File: src/rtl/nano_cpu_gen_pkg.sv
// Shared definitions for the nano CPU: opcode and FSM state encodings,
// instruction field positions and a small decode helper.
package nano_cpu_gen_pkg;

  // Instruction opcodes, IR[15:12]. Codes D..F all decode as END.
  typedef enum logic [3:0] {
    OP_READ   = 4'h0,
    OP_WRITE  = 4'h1,
    OP_JMP    = 4'h2,
    OP_BRANCH = 4'h3,
    OP_XOR    = 4'h4,
    OP_SUB    = 4'h5,
    OP_ADD    = 4'h6,
    OP_LESS   = 4'h7,
    OP_INC    = 4'h8,
    OP_DEC    = 4'h9,
    OP_SHL    = 4'hA,
    OP_SHR    = 4'hB,
    OP_BZ     = 4'hC,
    OP_END    = 4'hD
  } opcode_e;

  // Control FSM states.
  typedef enum logic [3:0] {
    ST_IDLE,
    ST_FETCH,
    ST_EXEC,
    ST_LD,
    ST_WRITE,
    ST_ALU,
    ST_JMP,
    ST_BRANCH,
    ST_HALT
  } state_e;

  localparam int NUM_REGS = 4;
  localparam int IR_W     = 16;

  // True for the eight register-to-register ALU opcodes.
  function automatic logic is_alu_op(input logic [3:0] op);
    return (op >= OP_XOR) && (op <= OP_SHR);
  endfunction

endpackage

File: src/rtl/nano_cpu_gen_reg_n.sv
// Generic W-bit register with load enable and asynchronous active-high
// reset to zero. Used for the PC, the IR, each general register and zflag.
module reg_n #(
  parameter int W = 8
) (
  input  logic         ck,
  input  logic         rst,
  input  logic         en,
  input  logic [W-1:0] d,
  output logic [W-1:0] q
);

  // Load on enable, clear on reset.
  // NOTE: sequential state uses non-blocking (<=) so every flop samples pre-edge values.
  always_ff @(posedge ck or posedge rst) begin
    if (rst)     q <= '0;
    else if (en) q <= d;
  end

endmodule

File: src/rtl/nano_cpu_gen.sv
// Multi-cycle accumulator-less CPU: FETCH, EXEC, then one execution state
// per instruction class. Memory accesses (fetch, load, store) stall on
// ready; all architectural updates happen in the exit cycle of a state.
module nano_cpu_gen
  import nano_cpu_gen_pkg::*;
#(
  parameter int DW      = 16,
  parameter int AW      = 8,
  parameter int WAIT_EN = 1
) (
  input  logic          ck,
  input  logic          rst,
  output logic [AW-1:0] address,
  input  logic [DW-1:0] dataR,
  output logic [DW-1:0] dataW,
  output logic          ce,
  output logic          we,
  input  logic          ready,
  output logic          halted,
  output logic          zflag
);

  state_e state, state_nx;

  logic [AW-1:0]   pc, pc_nx;
  logic            pc_en;
  logic [IR_W-1:0] ir;
  logic            ir_en;
  logic [DW-1:0]   regs [NUM_REGS];
  logic [3:0]      reg_en;
  logic [DW-1:0]   reg_wd;
  logic            z_en, z_d;
  logic [DW-1:0]   alu_y;
  logic            rdy;

  // Instruction fields.
  logic [3:0]    op;
  logic [AW-1:0] addr_f;
  logic [1:0]    rd, rs1, rs2;
  logic [DW-1:0] a, b;

  assign op     = ir[15:12];
  assign addr_f = ir[AW+3:4];
  assign rd     = ir[9:8];
  assign rs1    = ir[5:4];
  assign rs2    = ir[1:0];
  assign a      = regs[rs1];
  assign b      = regs[rs2];
  assign rdy    = (WAIT_EN != 0) ? ready : 1'b1;

  // Only part of IR is decoded for small AW, and only dataR[15:0] feeds IR.
  logic unused;
  assign unused = ^{ir, dataR};

  // Architectural registers.
  reg_n #(.W(AW))   u_pc (.ck(ck), .rst(rst), .en(pc_en), .d(pc_nx),           .q(pc));
  reg_n #(.W(IR_W)) u_ir (.ck(ck), .rst(rst), .en(ir_en), .d(dataR[IR_W-1:0]), .q(ir));
  reg_n #(.W(1))    u_z  (.ck(ck), .rst(rst), .en(z_en),  .d(z_d),             .q(zflag));

  // NOTE: the register file is reset like any other flop because software may read it before writing.
  for (genvar i = 0; i < NUM_REGS; i++) begin : g_rf
    reg_n #(.W(DW)) u_r (.ck(ck), .rst(rst), .en(reg_en[i]), .d(reg_wd), .q(regs[i]));
  end

  // ALU; for WRITE it passes reg[rs2] through so dataW always equals alu_y.
  always_comb begin
    alu_y = b;
    case (op)
      OP_XOR:  alu_y = a ^ b;
      OP_SUB:  alu_y = a - b;
      OP_ADD:  alu_y = a + b;
      OP_LESS: alu_y = (a < b) ? DW'(1) : '0;
      OP_INC:  alu_y = a + DW'(1);
      OP_DEC:  alu_y = a - DW'(1);
      OP_SHL:  alu_y = a << b[3:0];
      OP_SHR:  alu_y = a >> b[3:0];
      default: alu_y = b;
    endcase
  end

  assign z_d = (alu_y == '0);

  // State register.
  always_ff @(posedge ck or posedge rst) begin
    if (rst) state <= ST_IDLE;
    else     state <= state_nx;
  end

  // Next-state and register-enable decode.
  // NOTE: every output of this block gets a default first, so no path can infer a latch.
  always_comb begin
    state_nx = state;
    pc_en    = 1'b0;
    pc_nx    = pc + AW'(1);
    ir_en    = 1'b0;
    reg_en   = '0;
    reg_wd   = alu_y;
    z_en     = 1'b0;
    case (state)
      ST_IDLE: state_nx = ST_FETCH;
      ST_FETCH: begin
        if (rdy) begin
          ir_en    = 1'b1;
          state_nx = ST_EXEC;
        end
      end
      ST_EXEC: begin
        if (op == OP_READ)                       state_nx = ST_LD;
        else if (op == OP_WRITE)                 state_nx = ST_WRITE;
        else if (op == OP_JMP)                   state_nx = ST_JMP;
        else if (op == OP_BRANCH || op == OP_BZ) state_nx = ST_BRANCH;
        else if (is_alu_op(op))                  state_nx = ST_ALU;
        else begin
          // END has no execution state, so PC steps past it on the way to HALT.
          state_nx = ST_HALT;
          pc_en    = 1'b1;
        end
      end
      ST_LD: begin
        if (rdy) begin
          reg_en[rs2] = 1'b1;
          reg_wd      = dataR;
          pc_en       = 1'b1;
          state_nx    = ST_FETCH;
        end
      end
      ST_WRITE: begin
        if (rdy) begin
          pc_en    = 1'b1;
          state_nx = ST_FETCH;
        end
      end
      ST_ALU: begin
        reg_en[rd] = 1'b1;
        z_en       = 1'b1;
        pc_en      = 1'b1;
        state_nx   = ST_FETCH;
      end
      ST_JMP: begin
        pc_nx    = addr_f;
        pc_en    = 1'b1;
        state_nx = ST_FETCH;
      end
      ST_BRANCH: begin
        if ((op == OP_BZ) ? zflag : b[0]) pc_nx = addr_f;
        pc_en    = 1'b1;
        state_nx = ST_FETCH;
      end
      ST_HALT: state_nx = ST_HALT;
      default: state_nx = ST_IDLE;
    endcase
  end

  // Memory interface; all terms are held constant while a state waits on ready.
  assign address = (state == ST_FETCH) ? pc : addr_f;
  assign dataW   = alu_y;
  assign ce      = (state == ST_FETCH) || (state == ST_LD) || (state == ST_WRITE);
  assign we      = (state == ST_WRITE);
  assign halted  = (state == ST_HALT);

endmodule

File: config.mk
export PLATFORM = sky130hd
export DESIGN_NAME = nano_cpu_gen
export DESIGN_NICKNAME = d
export VERILOG_FILES = /design/src/rtl/nano_cpu_gen_pkg.sv /design/src/rtl/nano_cpu_gen_reg_n.sv /design/src/rtl/nano_cpu_gen.sv
export SDC_FILE = /design/constraint.sdc
export NUM_CORES = 1
export LEC_CHECK = 0
export ABC_AREA = 1
export ABC_CLOCK_PERIOD_IN_PS = 5400
export CAP_MARGIN = 0
export CORE_MARGIN = 2
export CORE_UTILIZATION = 50
export CTS_BUF_LIST = sky130_fd_sc_hd__clkbuf_8
export DETAILED_ROUTE_END_ITERATION = 10
export PLACE_DENSITY_LB_ADDON = 0.25
export SETUP_SLACK_MARGIN = 0.15
export SLEW_MARGIN = 5
export SYNTH_ARGS = -nofsm -noshare
export SYNTH_HDL_FRONTEND = slang
export SYNTH_SLANG_ARGS = --single-unit
File: constraint.sdc
create_clock -name ck -period 5.4 [get_ports ck]
set_input_delay 0.81 -clock ck [delete_from_list [all_inputs] [get_ports ck]]
set_output_delay 0.81 -clock ck [all_outputs]
set_load 0.1 [all_outputs]
### After elaboration in Yosys (flattened, before gate mapping)

Cells that the tools add are included.

| storage, ports and cells | value |
|---|---|
| word-level logic and storage cells | 99 |
| latch bits | 0 |
| output and inout port bits | 28 |
| bits in read-only memories | 0 |
| RAM bits | 0 |
| flip-flop bits (word level) | 93 |
| memories kept | 0 |

| operators by class | value |
|---|---|
| bitwise gates (word level) | 3 |
| magnitude comparators | 9 |
| divide/modulo/power cells | 0 |
| eq/ne operators | 22 |
| multiply operators | 0 |
| add/subtract/negate cells | 5 |
| multiplexer cells | 37 |
| reductions and logical operators | 13 |
| shift operators | 2 |

Operator list:

| kind | count |
|---|---|
| 16-bit case mux with 8 select lines | 1 |
| 16-bit 2-to-1 mux | 6 |
| 16-bit binary-select mux with 2-bit select | 2 |
| 4-bit by 3-bit == test with 1-bit output (second input constant) | 8 |
| 4-bit 2-to-1 mux | 8 |
| 4-bit == test (second input constant) | 6 |
| 4-bit case mux with 5 select lines | 1 |
| 16-bit by 1-bit adder with 16-bit output (second input constant) | 1 |
| 16-bit adder | 1 |
| 4-bit by 2-bit == test with 1-bit output (second input constant) | 4 |
| 16-bit zero test | 1 |
| 16-bit < comparator | 1 |
| 8-bit 2-to-1 mux | 2 |
| 8-bit case mux with 2 select lines | 1 |
| 16-bit by 4-bit << shifter with 16-bit output | 1 |
| 16-bit by 4-bit right shift with 16-bit output | 1 |
| 16-bit by 1-bit subtractor with 16-bit output (second input constant) | 1 |
| 16-bit subtractor | 1 |
| 16-bit XOR | 1 |
| 1-bit 2-to-1 mux | 12 |
| 8-bit by 1-bit adder with 8-bit output (second input constant) | 1 |
| 4-bit by 1-bit == test with 1-bit output (second input constant) | 2 |
| 4-bit zero test | 2 |
| 4-bit case mux with 2 select lines | 1 |
| other kinds (16) | 25 |

### Longest topological paths before layout

| logic depth | value |
|---|---|
| depth after elaboration | 9 |
| mapped depth | 34 |
| mapped depth without buffers | 31 |

### By module

Synthesis repeated with hierarchy kept, for this count alone.

| second synthesis, totals | value |
|---|---|
| cells, all modules | 1614 |
| area total of the unflattened synthesis | 9853.2 um^2 |

Modules (own cells, without submodules):

| module | area each (um^2) | sequential area each (um^2) | cells an instance | times used |
|---|---|---|---|---|
| nano_cpu_gen | 6259.8 | 100.1 | 1228 | 1 |
| reg_n (g_rf[0].u_r ...) | 648.1 | 400.4 | 69 | 5 |
| reg_n (u_pc) | 309.0 | 200.2 | 35 | 1 |
| reg_n (u_z) | 43.8 | 25.0 | 6 | 1 |

### Worst setup path after synthesis

No wires, ideal clock.

| timing path | value |
|---|---|
| path kind | register to output |
| start point | reg u_ir.q[0] |
| end point | out dataW[15] |
| cell stages (with the launch flop) | 25 |
| setup slack | -0.847 ns |
| data required time | 4.590 ns |
| arrival time | 5.437 ns |
| cell sequence | dfrtp_1 -> buf_6 -> nand3_1 -> nand2_2 -> nor2_4 -> buf_6 -> buf_6 -> ha_1 -> inv_1 -> nor3_2 -> nand3_1 -> nor3_2 -> nand2_1 -> xor2_1 -> nand2_1 -> nand2_1 -> ha_1 -> a21oi_1 -> o21a_1 -> nand3_1 -> a21oi_1 -> inv_1 -> nand3_1 -> nand3_1 -> a21boi_0 |

| on the way | value |
|---|---|
| cells in the longest elaborated chain, start to end | 6 |
| elaborated cells between the ends (all ways) | 10 |
| classes of those cells | add/sub (2); shift (2); mux (4); bitwise (2) |

Ends and longest elaborated chain:

| item | RTL line | text |
|---|---|---|
| start: declaration | nano_cpu_gen_reg_n.sv:10 | `output logic [W-1:0] q` |
| start signal: assignment | nano_cpu_gen_reg_n.sv:16 | `if (rst) q <= '0;` |
| start signal: assignment | nano_cpu_gen_reg_n.sv:17 | `else if (en) q <= d;` |
| 2-bit NOT with 3-bit output (implied by the code) (*) | nano_cpu_gen.sv:48 | `assign b = regs[rs2];` |
| 16-bit binary-select mux with 2-bit select (*) | nano_cpu_gen.sv:48 |  |
| 16-bit 2-to-1 mux (implied by the code) (*) (2 in a row) | nano_cpu_gen.sv:48 |  |
| 16-bit adder (tied with other cells) | nano_cpu_gen.sv:71 | `OP_ADD: alu_y = a + b;` |
| 16-bit case mux with 8 select lines (*) | nano_cpu_gen.sv:68 | `case (op)` |
| end: declaration | nano_cpu_gen.sv:15 | `output logic [DW-1:0] dataW,` |

Mark *: on every way between the ends. The rest lies on a longest branch, timed or not. The select of a mux whose other input is x is not followed.

### Worst setup path in the final report

| timing path | value |
|---|---|
| start point | reg u_ir.q[0] |
| end point | out dataW[11] |

Same word-level chain as after synthesis.

==> reports/metrics.cfg <==
[timing]
slew_headroom=0.256
rsz0062_at_grt=true
drv_slew=0
fin_worst_skew_ns=0.0165
tightest_slew_ns=1.10
final.setup.tns_ns=0
setup_violations=0
hold_viol=0
fin_crit_ns=5.10
fin_crit_sh=0.944
fmax_ghz=0.196
setup_ws_ns=0.302

[yosys]
ys_seq_elements=91
syn_inst=1560
synth_area_um2=9240
yosysWarningCount=0
synthArstFlopShare=1.00
synth_area_leaders=nand2_1, dfrtp_1, nand3_1
synth_top_area_frac=0.255
syn-mean-instance-area_um2=5.92
synth_ff_type=dfrtp_1
yosysSeqAreaShare=0.246
synth_edf_count=0
synth_common_cells=nand2_1, inv_1, nand3_1
yosysUniqueCellTypes=52
synthesis.nets=1620
yosys.area.top_type=nand2_1
yosysMostFrequentCell=nand2_1

[cts]
insertion_delay_ns=0.37
cts-root-buf=clkbuf_8
cts_sinks=91
cts_buffers=9
cts_max_level=3
cts_tree=yes
cts.hold.buffers_added=0
clk_pin_slew_ns=0.10
clockBufferDepth=2

[route]
wl_per_cell_um=18.7
drc=0
viasPerCell=5.83
drt-initial-drc-count=1276
ant_nets=0
drtPass1Iterations=6
vias=10600
wl_mm=34.1

[worst_setup_path]
start_kind=flip-flop
r2r_start=u_ir.q[0]
r2r-end=g_rf[2].u_r.q[13]
critPathMaxStageDelay_ns=0.48
arrival_ns=4.29
r2r_slack_ns=1.17
crit_family=simple AND/OR/NAND/NOR gates
reg2reg_depth=26
slowest_stage=dfrtp_2
path_class=reg -> out
cp.required_ns=4.59
critPathCaptureType=output pin
crit_top_cell=nand2_1
crit_buf_inv=5
cp_max_fo=23

[worst_hold_path]
hold_path_end=g_rf[0].u_r.q[12]
min_from=g_rf[0].u_r.q[12]
holdPathStages=2
hp-class=reg -> reg

[global_routing]
track_usage=0.341
grt_remaining_overflow=0
grt_pass1_wl_mm=52.7
grt_pass1_vias=9677
antenna_found_initial=0
grt_start_max_net_pins=53

[placement]
place_ws_ns=0.276
gp_congestion=1.02
hpwl_mm=26.2
dp_cells=1798
place.port_buffers=46

[finish]
drive_above_1_share=0.0905
final_cells=1820
diodes=0
final_nets=1646
syn_to_final_growth_pct=12.4

[floorplanning]
row_count=49
io_pins=47
initial_core_util=0.513
coreArea_um2=18000
die_w_um=140
die_y_um=140
dieArea_um2=19600

[flow_run]
drv_cap=0

[run_status]
status=complete, no violations

## state kept, by name, indices dropped and copies added, names as in the netlist
| name | cells |
|---|---|
| g_rf.u_r.q | 64 |
| u_ir.q | 14 |
| u_pc.q | 8 |
| state | 4 |
| u_z.q | 1 |
## per-stage QoR
step                area, µm²   util  hold WS (ns)
finish                  10400  0.576         0.500
global route            10400  0.576         0.530
CTS                     10300  0.570         0.502
detailed placement       9970  0.553         0.479
global placement         9970  0.553         0.472
floorplan                9250      -         0.459
## worst max-delay path by stage
stage	startpoint	endpoint	slack [ns]	cells after the start
after detailed placement	u_ir.q[1]	dataW[12]	0.28	23
after CTS	u_ir.q[0]	dataW[12]	0.12	23
after global routing	u_ir.q[0]	dataW[11]	0.09	24
final	u_ir.q[0]	dataW[11]	0.30	25
after floorplan	u_ir.q[0]	dataW[15]	0.39	24
after global placement	u_ir.q[1]	dataW[11]	0.36	23
## cell families (layout without fill, tap and decap cells)
kind of cell | count (synthesis) | after routing | share of synthesized area
xor+xnor | 17 | 17 | 0.0161
mux | 4 | 4 | 0.00487
fa+ha+maj | 41 | 41 | 0.0571
compound gates | 242 | 242 | 0.144
simple gates | 946 | 946 | 0.429
flops | 91 | 91 | 0.246
buf+inv | 219 | 250 | 0.102
## layout by cell type, fill, tap and decap left out, drive strengths merged, types with 3 or more instances in the layout
cell,count
clkinv,6
inv,159
o211ai,6
a31oi,5
a21o,3
clkbuf,9
o21ai,140
and2,6
a211oi,4
nand2,643
clkdlybuf4s50,30
nand3,147
o31ai,3
ha,39
dfrtp,91
nor2,109
o22ai,3
nand4,20
a21boi,5
xnor2,3
or2,4
a21oi,66
buf,44
mux2,4
nor3,13
xor2,14
## tightest hold or removal path, stage by stage, from the launching register on
cell,delay [ns]
dfrtp_1,0.36
nand2_1,0.05
o21ai_1,0.06
## per-layer routing
| layer | vias to the layer above | share of wire | global-route usage |
|---|---|---|---|
| li1 | 5067 | - | - |
| met1 | 4880 | 0.41 | 0.454 |
| met2 | 547 | 0.45 | 0.541 |
| met3 | 110 | 0.079 | 0.0421 |
| met4 | 0 | 0.060 | 0.191 |
| met5 | - | 0 | 0 |
## layout make-up
| type | instances | area, µm² |
|---|---|---|
| clock inverter | 7 | 98.8 |
| multi-input combinational | 1250 | 6150 |
| clock buffer | 9 | 124 |
| timing repair buffer | 74 | 838 |
| inverter | 160 | 609 |
| fill | 1856 | 7640 |
| tap | 229 | 287 |
| sequential | 91 | 2280 |
## timing repair
action	in CTS	in global routing
gates resized for setup	15	27
buffers inserted	3	3
endpoints found under the setup margin	7	10
pin swaps	5	11
Power is not shown: default switching activity piles up to over one toggle a cycle in this logic, so the estimate is an artifact.
